==> config.mk <==
export PLATFORM = sky130hd
export DESIGN_NAME = key_event_classifier_flat
export DESIGN_NICKNAME = d
export VERILOG_FILES = /design/src/rtl/key_event_classifier_pkg.sv /design/src/rtl/key_event_classifier_if.sv /design/src/rtl/key_event_classifier_tick_gen.sv /design/src/rtl/key_event_classifier.sv /design/src/flat_wrapper.sv
export SDC_FILE = /design/constraint.sdc
export NUM_CORES = 1
export LEC_CHECK = 0
export CAP_MARGIN = 5
export CORE_MARGIN = 5
export CORE_UTILIZATION = 45
export DETAILED_ROUTE_END_ITERATION = 8
export PLACE_DENSITY = 0.69
export SLEW_MARGIN = 5
export SYNTH_ARGS = -nofsm -noshare
export SYNTH_HDL_FRONTEND = slang
export SYNTH_SLANG_ARGS = --single-unit
export TNS_END_PERCENT = 1
==> constraint.sdc <==
create_clock -name clk -period 2.12 [get_ports clk]
set_input_delay 0.212 -clock clk [delete_from_list [all_inputs] [get_ports clk]]
set_output_delay 0.212 -clock clk [all_outputs]
set_load 0.01 [all_outputs]
==> src/rtl/key_event_classifier_pkg.sv <==
// Shared types for the key event classifier.
//   state_t  : FSM state encoding (IDLE=0, PRESS1=1, WAIT2=2, PRESS2=3, HELD=4)
//   pulse_t  : bundle of the four one-clock event pulses
//   is_active: true for every state other than IDLE (drives busy)
package key_event_classifier_pkg;

    typedef enum logic [2:0] {
        ST_IDLE   = 3'd0,
        ST_PRESS1 = 3'd1,
        ST_WAIT2  = 3'd2,
        ST_PRESS2 = 3'd3,
        ST_HELD   = 3'd4
    } state_t;

    typedef struct packed {
        logic short_p;
        logic long_p;
        logic repeat_p;
        logic double_p;
    } pulse_t;

    function automatic logic is_active(input state_t s);
        return (s != ST_IDLE);
    endfunction

endpackage

==> src/rtl/key_event_classifier_if.sv <==
// Signal bundle between the debouncer side and the alarm-clock control FSM.
//   key_db       : debounced key level, 1 = pressed
//   short_pulse  : single short press confirmed
//   long_pulse   : press held long enough to count as long
//   repeat_pulse : periodic pulse while still held after long
//   double_pulse : second press arrived within the double-click window
//   busy         : classifier FSM is not idle
// master drives the key and observes events; slave is the classifier.
interface key_event_classifier_if;
    logic key_db;
    logic short_pulse;
    logic long_pulse;
    logic repeat_pulse;
    logic double_pulse;
    logic busy;

    modport master (
        output key_db,
        input  short_pulse,
        input  long_pulse,
        input  repeat_pulse,
        input  double_pulse,
        input  busy
    );

    modport slave (
        input  key_db,
        output short_pulse,
        output long_pulse,
        output repeat_pulse,
        output double_pulse,
        output busy
    );
endinterface

==> src/rtl/key_event_classifier_tick_gen.sv <==
// Free-running clock divider producing a one-clock tick every CLK_DIV clocks.
//   clk   : system clock
//   rst_n : asynchronous active-low reset (divider returns to 0)
//   tick  : high for one clock while the divider sits at CLK_DIV-1
module tick_gen #(
    parameter int CLK_DIV = 100000,
    parameter int DIV_W   = 17
) (
    input  logic clk,
    input  logic rst_n,
    output logic tick
);

    localparam logic [DIV_W-1:0] DIV_LAST = DIV_W'(CLK_DIV - 1);

    logic [DIV_W-1:0] div_q;

    always_ff @(posedge clk or negedge rst_n) begin
        if (!rst_n) begin
            div_q <= '0;
        end else if (div_q == DIV_LAST) begin
            div_q <= '0;
        end else begin
            div_q <= div_q + DIV_W'(1);
        end
    end

    assign tick = (div_q == DIV_LAST);

endmodule

==> src/rtl/key_event_classifier.sv <==
// Classifies debounced key presses into short / long (+auto-repeat) /
// double-click events, reported as registered one-clock pulses.
//   clk   : system clock, all logic on the rising edge
//   rst_n : asynchronous active-low reset
//   evt   : slave side of key_event_classifier_if (key_db in; pulses, busy out)
//
// state  | meaning
// IDLE   | key released, nothing pending
// PRESS1 | first press in progress, timing towards long
// WAIT2  | first press released, watching for a second press
// PRESS2 | second press of a double-click, waiting for release
// HELD   | long press confirmed, emitting repeats while held
module key_event_classifier #(
    parameter int CLK_DIV   = 100000,
    parameter int DIV_W     = 17,
    parameter int LONG_MS   = 1000,
    parameter int REPEAT_MS = 200,
    parameter int DOUBLE_MS = 300,
    parameter int CNT_W     = 11
) (
    input  logic                   clk,
    input  logic                   rst_n,
    key_event_classifier_if.slave  evt
);

    import key_event_classifier_pkg::*;

    localparam logic [CNT_W-1:0] LONG_LAST   = CNT_W'(LONG_MS - 1);
    localparam logic [CNT_W-1:0] REPEAT_LAST = CNT_W'(REPEAT_MS - 1);
    localparam logic [CNT_W-1:0] DOUBLE_LAST = CNT_W'(DOUBLE_MS - 1);

    logic             key_q;
    logic             rise;
    logic             fall;
    logic             tick;
    state_t           state_q;
    state_t           state_d;
    logic [CNT_W-1:0] cnt_q;
    logic             rep_clr;
    pulse_t           pulse_d;
    pulse_t           pulse_q;
    logic             busy_q;

    // key_q resets to 0 so a key already down at reset release is seen as a press.
    always_ff @(posedge clk or negedge rst_n) begin
        if (!rst_n) begin
            key_q <= 1'b0;
        end else begin
            key_q <= evt.key_db;
        end
    end

    assign rise = evt.key_db & ~key_q;
    assign fall = ~evt.key_db & key_q;

    tick_gen #(
        .CLK_DIV (CLK_DIV),
        .DIV_W   (DIV_W)
    ) u_tick (
        .clk   (clk),
        .rst_n (rst_n),
        .tick  (tick)
    );

    always_ff @(posedge clk or negedge rst_n) begin
        if (!rst_n) begin
            state_q <= ST_IDLE;
        end else begin
            state_q <= state_d;
        end
    end

    // Key edges are tested before the tick threshold so a release (or second
    // press) on the threshold clock takes priority over the timeout.
    always_comb begin
        state_d = state_q;
        pulse_d = '0;
        rep_clr = 1'b0;
        case (state_q)
            ST_IDLE: begin
                if (rise) begin
                    state_d = ST_PRESS1;
                end
            end
            ST_PRESS1: begin
                if (fall) begin
                    state_d = ST_WAIT2;
                end else if (tick && (cnt_q == LONG_LAST)) begin
                    state_d        = ST_HELD;
                    pulse_d.long_p = 1'b1;
                end
            end
            ST_WAIT2: begin
                if (rise) begin
                    state_d          = ST_PRESS2;
                    pulse_d.double_p = 1'b1;
                end else if (tick && (cnt_q == DOUBLE_LAST)) begin
                    state_d         = ST_IDLE;
                    pulse_d.short_p = 1'b1;
                end
            end
            ST_PRESS2: begin
                if (fall) begin
                    state_d = ST_IDLE;
                end
            end
            ST_HELD: begin
                if (fall) begin
                    state_d = ST_IDLE;
                end else if (tick && (cnt_q == REPEAT_LAST)) begin
                    pulse_d.repeat_p = 1'b1;
                    rep_clr          = 1'b1;
                end
            end
            default: begin
                state_d = ST_IDLE;
            end
        endcase
    end

    // Tick counter restarts on every state change, so each threshold is
    // measured from state entry with -1/+0 tick resolution.
    always_ff @(posedge clk or negedge rst_n) begin
        if (!rst_n) begin
            cnt_q <= '0;
        end else if ((state_d != state_q) || rep_clr) begin
            cnt_q <= '0;
        end else if (tick && (cnt_q != '1)) begin
            cnt_q <= cnt_q + CNT_W'(1);
        end
    end

    // busy is registered from the next state so it lines up with state_q.
    always_ff @(posedge clk or negedge rst_n) begin
        if (!rst_n) begin
            pulse_q <= '0;
            busy_q  <= 1'b0;
        end else begin
            pulse_q <= pulse_d;
            busy_q  <= is_active(state_d);
        end
    end

    assign evt.short_pulse  = pulse_q.short_p;
    assign evt.long_pulse   = pulse_q.long_p;
    assign evt.repeat_pulse = pulse_q.repeat_p;
    assign evt.double_pulse = pulse_q.double_p;
    assign evt.busy         = busy_q;

endmodule

==> src/flat_wrapper.sv <==
// flat-port wrapper written by rule: the top's interface ports become plain ports
module key_event_classifier_flat import key_event_classifier_pkg::*;
#(
    parameter int CLK_DIV   = 100000,
    parameter int DIV_W     = 17,
    parameter int LONG_MS   = 1000,
    parameter int REPEAT_MS = 200,
    parameter int DOUBLE_MS = 300,
    parameter int CNT_W     = 11
)
  (clk, rst_n, evt_key_db, evt_short_pulse, evt_long_pulse, evt_repeat_pulse, evt_double_pulse, evt_busy);
  key_event_classifier_if evt_i ();
  input  logic clk;
  input  logic rst_n;
  input wire logic [$bits(evt_i.key_db)-1:0] evt_key_db;
  output wire logic [$bits(evt_i.short_pulse)-1:0] evt_short_pulse;
  output wire logic [$bits(evt_i.long_pulse)-1:0] evt_long_pulse;
  output wire logic [$bits(evt_i.repeat_pulse)-1:0] evt_repeat_pulse;
  output wire logic [$bits(evt_i.double_pulse)-1:0] evt_double_pulse;
  output wire logic [$bits(evt_i.busy)-1:0] evt_busy;
  assign evt_i.key_db = evt_key_db;
  assign evt_short_pulse = evt_i.short_pulse;
  assign evt_long_pulse = evt_i.long_pulse;
  assign evt_repeat_pulse = evt_i.repeat_pulse;
  assign evt_double_pulse = evt_i.double_pulse;
  assign evt_busy = evt_i.busy;
  key_event_classifier #(.CLK_DIV(CLK_DIV), .DIV_W(DIV_W), .LONG_MS(LONG_MS), .REPEAT_MS(REPEAT_MS), .DOUBLE_MS(DOUBLE_MS), .CNT_W(CNT_W)) u_core (.clk(clk), .rst_n(rst_n), .evt(evt_i));
endmodule
==> summary.txt <==
DR WL/cell: 14.3 um
placed cell area: 2100 sq um
CTS tree: done
pwr dens: 616 nW/um^2
max frequency: 479 MHz
Initial DRT Pass Iterations: 5
top-count cell post-synth: dfrtp_1
Logic pwr share: 8.1%
synthesized area: 1920 sq um
Pleak: 0.911 nW
Rel. slew slack: 55.8%
final net count: 215
final std cells w/o fill: 261
via count: 1499
initial core utilization: 47.3%
Fin. Hold Viols: 0
CP Max Fanout: 8
sw frac: 26.3%
Max-Cap Viols: 0
P_int: 1.00 mW
IO buf count: 7
Seq/Total Area, Yosys: 48.2%
share of cells above drive strength 1: 15.2%
Worst VDD drop: 280 uV
vias in the first global route: 1395
Syn Nets: 196
CTS Hold Bufs: 0
Die X: 75.3 um
TritonCTS Buffers: 5
Clock Skew: 0.00430 ns
Mapped Avg Cell Area: 10.1 sq um
Synth area leader: dfrtp_1
top_reg_cell synth: dfrtp_1
Post-synth EDFFs: 0
main area contributors after synthesis: dfrtp_1 (48%), xnor2_1 (5.0%), nor3_1 (3.6%)
final worst-path cycle share: 98.4%
Synth top area share: 48.2%
number of H-tree levels: 2
routed wire length: 3.72 mm
Worst Path Required: 2.30 ns
slowest CP cell: or4b_4
Placeable Area: 4060 sq um
first-pass GRT wire length: 6.41 mm
flops & latches, synth: 37
hold_ws: 0.347 ns
Hold WC Path Type: in -> async
Clk pwr share: 35.9%
post-route cell area: 2210 sq um
Max Root-Sink Buffers: 2
Pins Over Slew Limit: 0
Syn Inst Count: 191
CP endpoint kind: register
ys async rst share: 100%
total track usage: 15.1%
Root Buffer: clkbuf_8
Via density: 5.74
die area: 5670 sq um
Clock transition at path regs: 0.08 ns
Post-CTS Setup Bufs: 0
Routed Antenna Nets: 0
initial DRC count: 128
GPL Wtd Cong: 0.888
placed insts: 253
insertion delay to the later sink of the worst-skew pair: 0.29 ns
critical path arrival: 2.27 ns
Die H: 75.3 um
initial antenna violation count: 0
Rows: 23
cell chain of the critical path: or4b_4 -> or4_4 -> nor4_4 -> xnor2_1 -> nor3_2
status: completed
Detailed Place HPWL: 2.64 mm
Tmin final: 2.09 ns
largest net degree at the start of global routing: 38
Ys Warns: 0
Area growth syn-to-layout: 15.0%
Synth top cells by count: dfrtp_1 (37), nor2_1 (18), nand2_1 (15)
library cells used by synthesis: 40
clock sinks: 37
Crit Path Category: reg -> reg
largest stage delay on the critical path: 0.55 ns
crit path launch type: register
Flop pwr share: 56.0%
Sw Pwr: 0.357 mW
final core utilization: 54.4%
unrepaired setup endpoints after global routing: yes
Setup-failing EPs final: 0
I/O pins: 8
drc violations: 0
diode count: 0
Worst Tran Pin Value: 0.658 ns
Overflow after GRT: 0
-- power groups by stage --
stage               Sequential [mW]  Clock [mW]  Combinational, mW
finish                        0.762       0.488              0.110
CTS                           0.762       0.502              0.114
detailed placement            0.776           0              0.114
global placement              0.776           0              0.109
floorplan                     0.752           0             0.0834
global route                  0.768       0.533              0.124
-- cell usage in the layout, fill, tap and decap left out, types with 7 or more instances in the layout --
master / netlist / layout
nand3_1: 13 / 13
xor2_1: 8 / 8
nand4_1: 7 / 7
clkdlybuf4s50_1: 0 / 7
dfrtp_1: 37 / 37
xnor2_1: 11 / 11
buf_4: 0 / 10
nand2_1: 15 / 15
nor2_1: 18 / 18
o21ai_0: 9 / 9
nor3_1: 14 / 14
-- cell type report --
class | instances | area (sq um)
well taps | 50 | 62.6
clock inverters | 3 | 17.5
inverters | 3 | 11.3
fillers | 364 | 1850
repair buffers | 17 | 145
multi-input cells | 146 | 977
flip-flops and latches | 37 | 926
clock buffers | 5 | 68.8
-- worst paths after layout --
kind                                    startpoint                       to  slack, ns  cells after the start
hold / removal                               rst_n  u_core.evt.repeat_pulse       0.35                      2
setup reg to reg           u_core.u_tick.div_q[12]          u_core.cnt_q[7]       0.03                      5
hold reg to reg             u_core.u_tick.div_q[0]   u_core.u_tick.div_q[0]       0.49                      1
setup / recovery           u_core.u_tick.div_q[12]          u_core.cnt_q[7]       0.03                      5
min in group clk                        evt_key_db             u_core.key_q       0.44                      1
max in group asynchronous                    rst_n          u_core.cnt_q[2]       1.45                      2
-- logic make-up after synthesis --
family | share of synthesized area [%]
AO/OA/AOI/OAI | 6.25
adder cells (fa/ha/maj) | 1.30
AND/OR/NAND/NOR | 32.1
flip-flops | 48.2
XOR/XNOR | 8.66
multiplexers | 1.56
buffers and inverters | 1.95
-- registers in the layout, indices dropped and copies added, names as in the netlist --
name                     count
u_core.cnt_q                11
u_core.evt.busy              1
u_core.evt.double_pulse      1
u_core.evt.long_pulse        1
u_core.evt.repeat_pulse      1
u_core.evt.short_pulse       1
u_core.key_q                 1
u_core.state_q               3
u_core.u_tick.div_q         17
-- per-stage QoR --
| stage | total power [mW] | TNS [ns] | setup slack, ns |
|---|---|---|---|
| 6_report | 1.36 | 0 | 0.0342 |
| 2_1_floorplan | 0.836 | 0 | 0.00540 |
| 3_3_place_gp | 0.885 | 0 | 0.0769 |
| 3_5_place_dp | 0.889 | 0 | 0.0213 |
| 5_1_grt | 1.42 | -0.0278 | -0.0278 |
| 4_1_cts | 1.38 | 0 | 0.00953 |
-- layer usage --
metal	vias up	track usage (%)	share of wire (%)
li1	733	-	-
met1	729	19.9	47
met2	30	23.2	46
met3	7	4.88	4.9
met4	0	5.63	1.9
met5	-	0	0
-- worst max-delay path: cells and delay by family, from the launching register on --
kind / cells / cell delay [ns]
and+or+nand+nor: 4 / 1.43
DFF: 1 / 0.38
xor gates and xnor gates: 1 / 0.17
-- repair_timing --
item                                    4_1_cts  5_1_grt
endpoints found under the setup margin        0        3
resized for setup                             0        3
hold endpoints to repair                      0        0
No activity file was read; power rests on OpenSTA's default activity.
